[src/rtl/counter_apb_arbiter.sv]
`timescale 1ns/1ps
`default_nettype none
// ---------------------------------------------------------------------------
// counter_apb_arbiter: round-robin APB master arbiter/sequencer, NUM_REQ requesters.
// Optional COUNTER_APB_ARB_PREADY_EN adds i_pready wait states.  Rev 1.0
// ---------------------------------------------------------------------------
module counter_apb_arbiter #(
  parameter int NUM_REQ = 2,
  parameter int ADDR_W  = 32,
  parameter int DATA_W  = 32
) (
  input  logic                      i_pclk,
  input  logic                      i_prst_n,
  input  logic [NUM_REQ-1:0]        i_req,
  input  logic [NUM_REQ*ADDR_W-1:0] i_req_addr,
  input  logic [NUM_REQ*DATA_W-1:0] i_req_wdata,
  input  logic [NUM_REQ-1:0]        i_req_write,
  output logic [NUM_REQ-1:0]        o_ack,
  output logic [DATA_W-1:0]         o_rdata,
  output logic [NUM_REQ-1:0]        o_grant,
  output logic                      o_busy,
  output logic [ADDR_W-1:0]         o_paddr,
  output logic [DATA_W-1:0]         o_pwdata,
  output logic                      o_pwrite,
  output logic                      o_psel,
  output logic                      o_penable,
`ifdef COUNTER_APB_ARB_PREADY_EN
  input  logic                      i_pready,
`endif
  input  logic [DATA_W-1:0]         i_prdata
);

  localparam int c_idx_w = (NUM_REQ > 1) ? $clog2(NUM_REQ) : 1;

  typedef enum logic [1:0] {
    S_IDLE   = 2'd0,
    S_SETUP  = 2'd1,
    S_ACCESS = 2'd2
  } state_t;

  state_t               r_state, w_state_nxt;
  logic [c_idx_w-1:0]   r_ptr, w_ptr_nxt;
  logic [c_idx_w-1:0]   r_owner, w_owner_nxt;
  logic [NUM_REQ-1:0]   r_ack, w_ack_nxt;
  logic [NUM_REQ-1:0]   r_grant, w_grant_nxt;
  logic [DATA_W-1:0]    r_rdata, w_rdata_nxt;
  logic [ADDR_W-1:0]    r_paddr, w_paddr_nxt;
  logic [DATA_W-1:0]    r_pwdata, w_pwdata_nxt;
  logic                 r_pwrite, w_pwrite_nxt;
  logic                 r_psel, w_psel_nxt;
  logic                 r_penable, w_penable_nxt;
  logic                 r_busy, w_busy_nxt;

  logic                 w_ready;
  logic [NUM_REQ-1:0]   w_elig;
  logic                 w_found;
  logic [c_idx_w-1:0]   w_win;
  logic [c_idx_w-1:0]   w_owner_inc;

`ifdef COUNTER_APB_ARB_PREADY_EN
  assign w_ready = i_pready;
`else
  assign w_ready = 1'b1;
`endif

  // A requester being acked this cycle still has its old request up; mask it.
  assign w_elig = i_req & ~r_ack;

  always_comb begin
    w_found = 1'b0;
    w_win   = '0;
    for (int i = 0; i < NUM_REQ; i++) begin
      int j;
      j = int'(r_ptr) + i;
      if (j >= NUM_REQ) j = j - NUM_REQ;
      if (!w_found && w_elig[j]) begin
        w_found = 1'b1;
        w_win   = c_idx_w'(j);
      end
    end
  end

  assign w_owner_inc = (r_owner == c_idx_w'(NUM_REQ - 1)) ? '0 : r_owner + c_idx_w'(1);

  always_comb begin
    w_state_nxt   = r_state;
    w_ptr_nxt     = r_ptr;
    w_owner_nxt   = r_owner;
    w_ack_nxt     = '0;
    w_grant_nxt   = r_grant;
    w_rdata_nxt   = r_rdata;
    w_paddr_nxt   = r_paddr;
    w_pwdata_nxt  = r_pwdata;
    w_pwrite_nxt  = r_pwrite;
    w_psel_nxt    = r_psel;
    w_penable_nxt = r_penable;
    w_busy_nxt    = r_busy;
    case (r_state)
      S_IDLE: begin
        if (w_found) begin
          w_state_nxt   = S_SETUP;
          w_owner_nxt   = w_win;
          w_paddr_nxt   = i_req_addr[w_win*ADDR_W +: ADDR_W];
          w_pwdata_nxt  = i_req_wdata[w_win*DATA_W +: DATA_W];
          w_pwrite_nxt  = i_req_write[w_win];
          w_psel_nxt    = 1'b1;
          w_penable_nxt = 1'b0;
          w_grant_nxt   = NUM_REQ'(1) << w_win;
          w_busy_nxt    = 1'b1;
        end
      end
      S_SETUP: begin
        w_penable_nxt = 1'b1;
        w_state_nxt   = S_ACCESS;
      end
      S_ACCESS: begin
        if (w_ready) begin
          if (!r_pwrite) w_rdata_nxt = i_prdata;
          w_ack_nxt     = NUM_REQ'(1) << r_owner;
          w_psel_nxt    = 1'b0;
          w_penable_nxt = 1'b0;
          w_grant_nxt   = '0;
          w_busy_nxt    = 1'b0;
          w_ptr_nxt     = w_owner_inc;
          w_state_nxt   = S_IDLE;
        end
      end
      default: begin
        w_state_nxt   = S_IDLE;
        w_psel_nxt    = 1'b0;
        w_penable_nxt = 1'b0;
        w_grant_nxt   = '0;
        w_busy_nxt    = 1'b0;
      end
    endcase
  end

  always_ff @(posedge i_pclk or negedge i_prst_n) begin
    if (!i_prst_n) begin
      r_state   <= S_IDLE;
      r_ptr     <= '0;
      r_owner   <= '0;
      r_ack     <= '0;
      r_grant   <= '0;
      r_rdata   <= '0;
      r_paddr   <= '0;
      r_pwdata  <= '0;
      r_pwrite  <= 1'b0;
      r_psel    <= 1'b0;
      r_penable <= 1'b0;
      r_busy    <= 1'b0;
    end else begin
      r_state   <= w_state_nxt;
      r_ptr     <= w_ptr_nxt;
      r_owner   <= w_owner_nxt;
      r_ack     <= w_ack_nxt;
      r_grant   <= w_grant_nxt;
      r_rdata   <= w_rdata_nxt;
      r_paddr   <= w_paddr_nxt;
      r_pwdata  <= w_pwdata_nxt;
      r_pwrite  <= w_pwrite_nxt;
      r_psel    <= w_psel_nxt;
      r_penable <= w_penable_nxt;
      r_busy    <= w_busy_nxt;
    end
  end

  assign o_ack     = r_ack;
  assign o_rdata   = r_rdata;
  assign o_grant   = r_grant;
  assign o_busy    = r_busy;
  assign o_paddr   = r_paddr;
  assign o_pwdata  = r_pwdata;
  assign o_pwrite  = r_pwrite;
  assign o_psel    = r_psel;
  assign o_penable = r_penable;

endmodule
`default_nettype wire

[config.mk]
export PLATFORM = sky130hd
export DESIGN_NAME = counter_apb_arbiter
export DESIGN_NICKNAME = d
export VERILOG_FILES = /design/src/rtl/counter_apb_arbiter.sv
export SDC_FILE = /design/constraint.sdc
export NUM_CORES = 1
export LEC_CHECK = 0
export BUFFER_PORTS_ARGS = -buffer_cell sky130_fd_sc_hd__buf_2
export CAP_MARGIN = 0
export CORE_AREA = 2 2 106 108
export CTS_BUF_LIST = sky130_fd_sc_hd__clkbuf_4
export DETAILED_ROUTE_END_ITERATION = 16
export DIE_AREA = 0 0 108 110
export PLACE_DENSITY = 0.85
export SLEW_MARGIN = 15
export SYNTH_ARGS = -nofsm -noshare
export SYNTH_HDL_FRONTEND = slang
export SYNTH_SLANG_ARGS = --single-unit
[constraint.sdc]
create_clock -name i_pclk -period 3.5 [get_ports i_pclk]
set_clock_uncertainty 0.1 [all_clocks]
set_input_delay 0.35 -clock i_pclk [delete_from_list [all_inputs] [get_ports i_pclk]]
set_output_delay 0.35 -clock i_pclk [all_outputs]
set_load 0.01 [all_outputs]
==> results of run 1 <==
-- metrics by stage --
| step | total power, mW | setup slack, ns | util |
|---|---|---|---|
| 6_report | 5.28 | 1.35 | 0.612 |
| 5_1_grt | 5.60 | 1.24 | 0.612 |
| 4_1_cts | 5.26 | 1.39 | 0.604 |
| 3_5_place_dp | 4.61 | 1.41 | 0.544 |
| 3_3_place_gp | 4.49 | 1.46 | 0.544 |
| 2_1_floorplan | 3.68 | 1.77 | - |
-- layer usage --
layer | track usage | share of wire
met5 | 0 | 0.00094
met4 | 0.0824 | 0.019
met2 | 0.374 | 0.49
met1 | 0.265 | 0.40
met3 | 0.0535 | 0.085
-- worst reg2reg max path, stage by stage (launching register included) --
cell and delay [ns]:
dfrtp_1 0.60, nand2b_1 0.19, nor2_4 0.71, mux2_1 0.43
-- cell usage after synthesis, drive strengths merged, types with 3 or more instances --
master	instances	share of area
dfrtp	106	0.60
a221o	65	0.15
and3	65	0.091
mux2	32	0.081
buf	20	0.034
clkbuf	13	0.011
inv	4	0.0034
nor2	4	0.0034
nand2b	3	0.0059
-- worst max-delay path by stage --
stage               startpoint           end
finish              r_state[1]   o_rdata[25]
global route        r_state[1]   o_rdata[25]
CTS                   o_ack[0]  o_pwdata[19]
detailed placement  r_state[1]    o_rdata[7]
global placement      i_req[0]        o_busy
floorplan             o_ack[1]   o_paddr[10]
-- cell type report --
type	count	share of cell area
clock inverter	7	0.0105
inverter	4	0.00229
timing repair buffer	331	0.300
clock buffer	9	0.0103
tap	140	0.0267
sequential	106	0.405
multi-input combinational	185	0.245
-- power by group --
part	total (mW)	switching [mW]	leakage, nW	internal [mW]
Clock	0.616	0.399	0.0721	0.217
Combinational	2.46	1.26	2.17	1.20
Sequential	2.21	0.380	1.29	1.83
Total	5.28	2.04	3.53	3.24
-- sequential cells by signal (all words and copies together), names as in the netlist --
| signal | flops |
|---|---|
| o_paddr | 32 |
| o_pwdata | 32 |
| o_rdata | 32 |
| o_ack | 2 |
| o_grant | 2 |
| r_state | 2 |
| o_busy | 1 |
| o_pwrite | 1 |
| r_owner | 1 |
| r_ptr | 1 |
-- layout by cell type, fill, tap and decap left out, types with 4 or more instances in the layout --
master,count
buf_2,268
dfrtp_1,106
and3_1,65
a221o_1,65
dlygate4sd3_1,58
mux2_1,23
mux2_2,9
clkbuf_4,9
inv_1,4
buf_4,4
-- kinds of logic (layout without fill, tap and decap cells) --
kind of cell    Yosys count  in the layout  share of synthesized area
mux                      32             32                     0.0810
compound gates           71             71                      0.155
buf+inv                  37            351                     0.0486
simple gates             82             82                      0.119
flops                   106            106                      0.596
==> run_results.csv, run 1 <==
group,metric,value,unit
yosys,synth_cell_types,25,
yosys,ys_warn_count,0,
final_layout,final_nets,803,
critical_path,path_buf_inv,0,
clock_tree,worstSkewPairLatency,0.44,ns
timing,hold_violations,0,
critical_path,reg2reg_from,"r_state[1]",
critical_path,r2r_setup_slack,1.35,ns
detailed_routing,post-route-drc-count,0,
critical_path,cp_top_family,"simple AND/OR/NAND/NOR gates",
yosys,synth_area,4450,um2
clock_tree,htreeDepth,3,
placement,dp_hpwl,8.85,mm
critical_path,arrival,2.37,ns
placement,port_buffers,269,
yosys,syn-num-nets,494,
hold_path,holdPathEnd,"o_paddr[4]",
detailed_routing,drt_iter0_markers,283,
flow_run,maxCapViolCount,0,
detailed_routing,postRouteAntennaNets,0,
final_layout,final_cell_area,6550,um2
clock_tree,cts_sinks,106,
yosys,synthCells,328,
detailed_routing,wl_per_cell,17.7,um
placement,gp_congestion,0.780,
floorplan,initial_core_util,0.416,
hold_path,hold_path_depth,2,
yosys,seq_area_frac_synth,0.596,
hold_path,hold_class,"in2reg",
floorplan,core,10700,um2
outcome,outcome,"complete, no violations",
grt,grt_overflow,0,
floorplan,rows,38,
clock_tree,clk_pin_slew,0.17,ns
detailed_routing,via_per_inst,5.31,
critical_path,worst_ep_required_time,3.72,ns
detailed_routing,vias,4150,
critical_path,reg2reg_depth,3,
detailed_routing,drt-total-wl,13.8,mm
grt,grt_max_degree,94,
timing,fmax,466,MHz
timing,fin_setup_tns,0,ns
grt,antenna_found_initial,1,
hold_path,hold_start,"i_req_addr[36]",
critical_path,cp-start-kind,"register",
clock_tree,hold_buffers,50,
timing,period_needed,2.15,ns
yosys,synth.avg_cell_area,13.6,um2
yosys,synth-seq-cells,106,
grt,grtUsageTotal,0.217,
timing,max_slew.worst_pin.slew,0.900,ns
critical_path,worst-path-stages,3,
detailed_routing,first_pass_iters,4,
timing,slew_violations,0,
clock_tree,ctsLongestPathBuffers,2,
clock_tree,cts_resized,0,
critical_path,worst-setup-path-type,"reg2reg",
pwr,p_leak,3.53,nW
critical_path,cp_slowest_cell,"nor2_4",
timing,timing.final.crit_share,0.614,
yosys,synth_ff_type,"dfrtp_1",
timing,finalSetupViolCount,0,
floorplan,die_area,11900,um2
pwr,powerDensity,806,nW/um2
critical_path,r2r-end,"o_rdata[25]",
floorplan,dieHeight,110,um
timing,max_slew_margin,0.399,
grt,grt_pass1_wl,19.9,mm
timing,holdWs,0.0247,ns
yosys,async_reset_ff_frac,1.00,
final_layout,fillers,825,
critical_path,critPathMaxStageDelay,0.71,ns
clock_tree,clockRootBuffer,"clkbuf_4",
placement,dpl_cell_area,5820,um2
final_layout,seq_area,2650,um2
clock_tree,cts_tree,"yes",
grt,first_global_vias,4032,
critical_path,worstSetupEndpointType,"register",
clock_tree,cts_made_buffers,9,
final_layout,drive_above_1_share,0.474,
critical_path,worst-path-max-fanout,32,
critical_path,path_cells,"nand2b_1 -> nor2_4 -> mux2_1",
final_layout,diodes,0,
pwr,ir_worst_vdd,0.377,mV
timing,grt_setup_unrepaired,"false",
floorplan,ios,270,
yosys,synth-edff-count,0,
final_layout,multi_input_area,1610,um2
clock_tree,post_cts_buffers,0,
floorplan,dieWidth,108,um
placement,dp_cells,708,
final_layout,final_cells,782,
final_layout,area_delta_synth_final,47.1,%
Note: power is estimated with default switching activity, not from simulation.
==> run 2: changes to the inputs <==
--- a/config.mk
+++ b/config.mk
@@ -7,10 +7,10 @@
 export LEC_CHECK = 0
 export BUFFER_PORTS_ARGS = -buffer_cell sky130_fd_sc_hd__buf_2
 export CAP_MARGIN = 0
-export CORE_AREA = 2 2 106 108
+export CORE_MARGIN = 2
+export CORE_UTILIZATION = 40
 export CTS_BUF_LIST = sky130_fd_sc_hd__clkbuf_4
 export DETAILED_ROUTE_END_ITERATION = 16
-export DIE_AREA = 0 0 108 110
 export PLACE_DENSITY = 0.85
 export SLEW_MARGIN = 15
 export SYNTH_ARGS = -nofsm -noshare
==> constraint.sdc (replaced) <==
create_clock -name i_pclk -period 1.88 [get_ports i_pclk]
set_clock_uncertainty 0.1 [all_clocks]
set_input_delay 0.188 -clock i_pclk [delete_from_list [all_inputs] [get_ports i_pclk]]
set_output_delay 0.188 -clock i_pclk [all_outputs]
set_load 0.01 [all_outputs]
==> run 2 against run 1 <==
Synthesized area unchanged. The flow now stops in 4_1_cts. Synthesized cell count unchanged.
==> run_results.csv, run 2 <==
group,metric,value,unit
clock_tree,ctsLongestPathBuffers,2,
yosys,synth_top_family_by_area,"compound AO/OA/AOI/OAI gates",
yosys,ys_warn_count,0,
placement,dp_hpwl,9.58,mm
clock_tree,clockRootBuffer,"clkbuf_4",
yosys,synthAdderAreaFrac,0,
yosys,async_reset_ff_frac,1.00,
outcome,lastStage,"4_1_cts",
yosys,syn-num-nets,494,
clock_tree,cts_made_buffers,9,
placement,port_buffers,269,
yosys,synth-compound-area-share,0.155,
yosys,synthCells,328,
floorplan,dieWidth,109,um
floorplan,ios,270,
yosys,synth_most_common_cell,"dfrtp_1",
yosys,synth_top_area_share,0.596,
placement,dpl_cell_area,5900,um2
floorplan,rows,38,
yosys,synth-seq-cells,106,
clock_tree,post_cts_buffers,0,
outcome,outcome,"stopped before the end",
outcome,error_line,"[ERROR RSZ-0060] Max buffer count reached.",
clock_tree,cts_resized,5,
floorplan,initial_core_util,0.411,
clock_tree,hold_buffers,147,
yosys,muxShareOfSynthArea,0.0810,
yosys,synth.avg_cell_area,13.6,um2
yosys,synth_simple_gate_area_share,0.119,
yosys,seq_area_frac_synth,0.596,
yosys,synth-edff-count,0,
clock_tree,cts_sinks,106,
placement,gp_congestion,0.783,
yosys,synth_area,4450,um2
floorplan,dieHeight,109,um
yosys,synth_cell_types,25,
yosys,synth_xor_area_frac,0,
clock_tree,htreeDepth,3,
yosys,synth_ff_type,"dfrtp_1",
yosys,synth_top_area_cell,"dfrtp_1",
placement,pre_cts_ws,-0.0421,ns
yosys,synth_area_leaders,"dfrtp_1 (60%), a221o_1 (15%), and3_1 (9.1%), mux2_1 (5.8%), mux2_2 (2.3%)",
yosys,synth_common_cells,"dfrtp_1 (106), a221o_1 (65), and3_1 (65)",
-- run 2: cell counts after synthesis --
No cell type changed its count.
-- run 2: kinds of logic after synthesis --
group	count (synthesis)
simple gates	82
flops	106
mux	32
buf+inv	37
compound gates	71
-- run 2: per-stage QoR --
step	utilization	std cells	hold WS (ns)
3_5_place_dp	0.545	714	-0.0455
3_3_place_gp	0.545	714	-0.0499
2_1_floorplan	-	328	-0.208
==> run 3: changes to the inputs <==
--- a/config.mk
+++ b/config.mk
@@ -8,10 +8,9 @@
 export BUFFER_PORTS_ARGS = -buffer_cell sky130_fd_sc_hd__buf_2
 export CAP_MARGIN = 0
 export CORE_MARGIN = 2
-export CORE_UTILIZATION = 40
-export CTS_BUF_LIST = sky130_fd_sc_hd__clkbuf_4
+export CORE_UTILIZATION = 35
 export DETAILED_ROUTE_END_ITERATION = 16
-export PLACE_DENSITY = 0.85
+export PLACE_DENSITY_LB_ADDON = 0.15
 export SLEW_MARGIN = 15
 export SYNTH_ARGS = -nofsm -noshare
 export SYNTH_HDL_FRONTEND = slang
==> constraint.sdc (replaced) <==
create_clock -name i_pclk -period 2.45 [get_ports i_pclk]
set_clock_uncertainty 0.1 [all_clocks]
set_input_delay 0.245 -clock i_pclk [delete_from_list [all_inputs] [get_ports i_pclk]]
set_output_delay 0.245 -clock i_pclk [all_outputs]
set_load 0.01 [all_outputs]
==> run 3 against run 2 <==
The run now ends clean.
==> run_results.csv, run 3 (synthesized netlist as in run 1, its figures left out) <==
group,metric,value,unit
floorplan,core,12500,um2
detailed_routing,via_per_inst,4.99,
pwr,ir_worst_vdd,0.475,mV
critical_path,worstSetupEndpointType,"register",
grt,grt_max_degree,107,
pwr,clockPowerShare,0.187,
clock_tree,cts_sinks,106,
critical_path,worst-setup-path-type,"reg2reg",
grt,first_global_vias,3728,
final_layout,fillers,1164,
detailed_routing,wl_per_cell,16.5,um
grt,grt_overflow,0,
timing,grt_setup_unrepaired,"false",
pwr,p_int,5.20,mW
pwr,p_seq_frac,0.385,
clock_tree,cts_made_buffers,9,
floorplan,ios,270,
detailed_routing,post-route-drc-count,0,
placement,gp_congestion,0.767,
timing,slew_violations,0,
final_layout,final_nets,752,
detailed_routing,vias,3811,
floorplan,initial_core_util,0.356,
clock_tree,clk_pin_slew,0.07,ns
final_layout,final_common_cell,"buf_2",
floorplan,die_area,13600,um2
grt,grtUsageTotal,0.179,
timing,fin_setup_tns,0,ns
pwr,p_sw,2.87,mW
critical_path,cp-startpoint,"o_ack[0]",
critical_path,cp-start-kind,"register",
flow_run,maxCapViolCount,0,
critical_path,worst-path-max-fanout,22,
placement,dp_hpwl,9.08,mm
final_layout,diodes,0,
timing,max_slew_margin,0.627,
critical_path,arrival,2.08,ns
timing,timing.final.crit_share,0.798,
timing,hold_violations,0,
floorplan,dieHeight,117,um
pwr,p_leak,3.42,nW
pwr,finalPower,8.07,mW
pwr,p_comb_frac,0.429,
outcome,outcome,"complete, no violations",
clock_tree,cts_resized,0,
grt,antenna_found_initial,0,
clock_tree,worstSkewPairLatency,0.35,ns
clock_tree,clockRootBuffer,"clkbuf_16",
timing,period_needed,1.95,ns
critical_path,worst_ep_required_time,2.58,ns
hold_path,hold_start,"i_prdata[26]",
final_layout,area_delta_synth_final,40.5,%
grt,grt_pass1_wl,18.8,mm
critical_path,reg2reg_from,"o_ack[0]",
clock_tree,ctsLongestPathBuffers,2,
detailed_routing,postRouteAntennaNets,0,
floorplan,rows,41,
timing,finalSetupViolCount,0,
hold_path,hold_class,"in2reg",
timing,max_slew.worst_pin.slew,0.560,ns
clock_tree,cts_tree,"yes",
clock_tree,htreeDepth,3,
timing,fmax,512,MHz
floorplan,dieWidth,117,um
pwr,swShare,0.355,
detailed_routing,first_pass_iters,5,
detailed_routing,drt_iter0_markers,191,
placement,port_buffers,269,
final_layout,final_cell_mix,"buf_2 (268), dfrtp_1 (106), and3_1 (65), a221o_1 (65), mux2_1 (23)",
final_layout,drive_above_1_share,0.525,
detailed_routing,drt-total-wl,12.6,mm
pwr,powerDensity,1290,nW/um2
## run 3: layer usage
layer | wire length (um) | global-route usage | share of wire | vias to the layer above
met2 | 5840 | 0.290 | 0.46 | 203
met1 | 5300 | 0.224 | 0.42 | 1796
li1 | - | - | - | 1790
met4 | 271 | 0.0737 | 0.022 | 0
met3 | 1170 | 0.0560 | 0.093 | 22
met5 | 0 | 0 | 0 | -
## run 3: final cells by class
cell class	count	area, um2	share of cell area
Tap cell	172	215	0.0344
Clock inverter	4	48.8	0.00781
Sequential cell	106	2650	0.424
Multi-Input combinational cell	185	1590	0.255
Clock buffer	12	267	0.0426
Timing Repair Buffer	280	1460	0.233
Inverter	4	15.0	0.00240
## run 3: timing repair
action                                  4_1_cts  5_1_grt
hold buffers                                  1        0
buffers inserted                              0        0
endpoints found under the hold margin       106        0
endpoints found under the setup margin        0        0
## run 3: critical path, cell delays in order (launching register included)
cell	delay [ns]
dfrtp_1	0.42
nand2b_1	0.18
a211o_2	0.50
buf_4	0.27
a221o_1	0.36
## run 3: metrics by stage
step                      setup slack, ns  instance area [um2]  instances  utilization  hold slack (ns)
after floorplan                     0.720                 4450        328            -           -0.151
after global placement              0.524                 5930        746        0.473            0.260
after detailed placement            0.494                 5930        746        0.473            0.266
after CTS                           0.476                 6250        763        0.499          0.00357
after global routing                0.408                 6250        763        0.499           0.0111
final                               0.496                 6250        763        0.499           0.0138
## run 3: power groups by stage
stage | combinational [mW] | sequential (mW) | clock (mW)
after floorplan | 1.78 | 3.47 | 0
after global placement | 3.47 | 3.12 | 0
after detailed placement | 3.54 | 3.11 | 0
after CTS | 3.51 | 3.11 | 1.54
after global routing | 3.83 | 3.22 | 1.60
final | 3.46 | 3.10 | 1.51
## run 3: path summary, 6_finish.rpt
path | cells past startpoint | slack, ns | to
max | 4 | 0.50 | o_paddr[6]
min | 2 | 0.01 | o_rdata[26]
max reg2reg | 4 | 0.50 | o_paddr[6]
min reg2reg | 1 | 0.37 | o_ack[0]
max in group asynchronous | 3 | 1.41 | o_paddr[24]
min in group asynchronous | 3 | 0.42 | o_rdata[22]
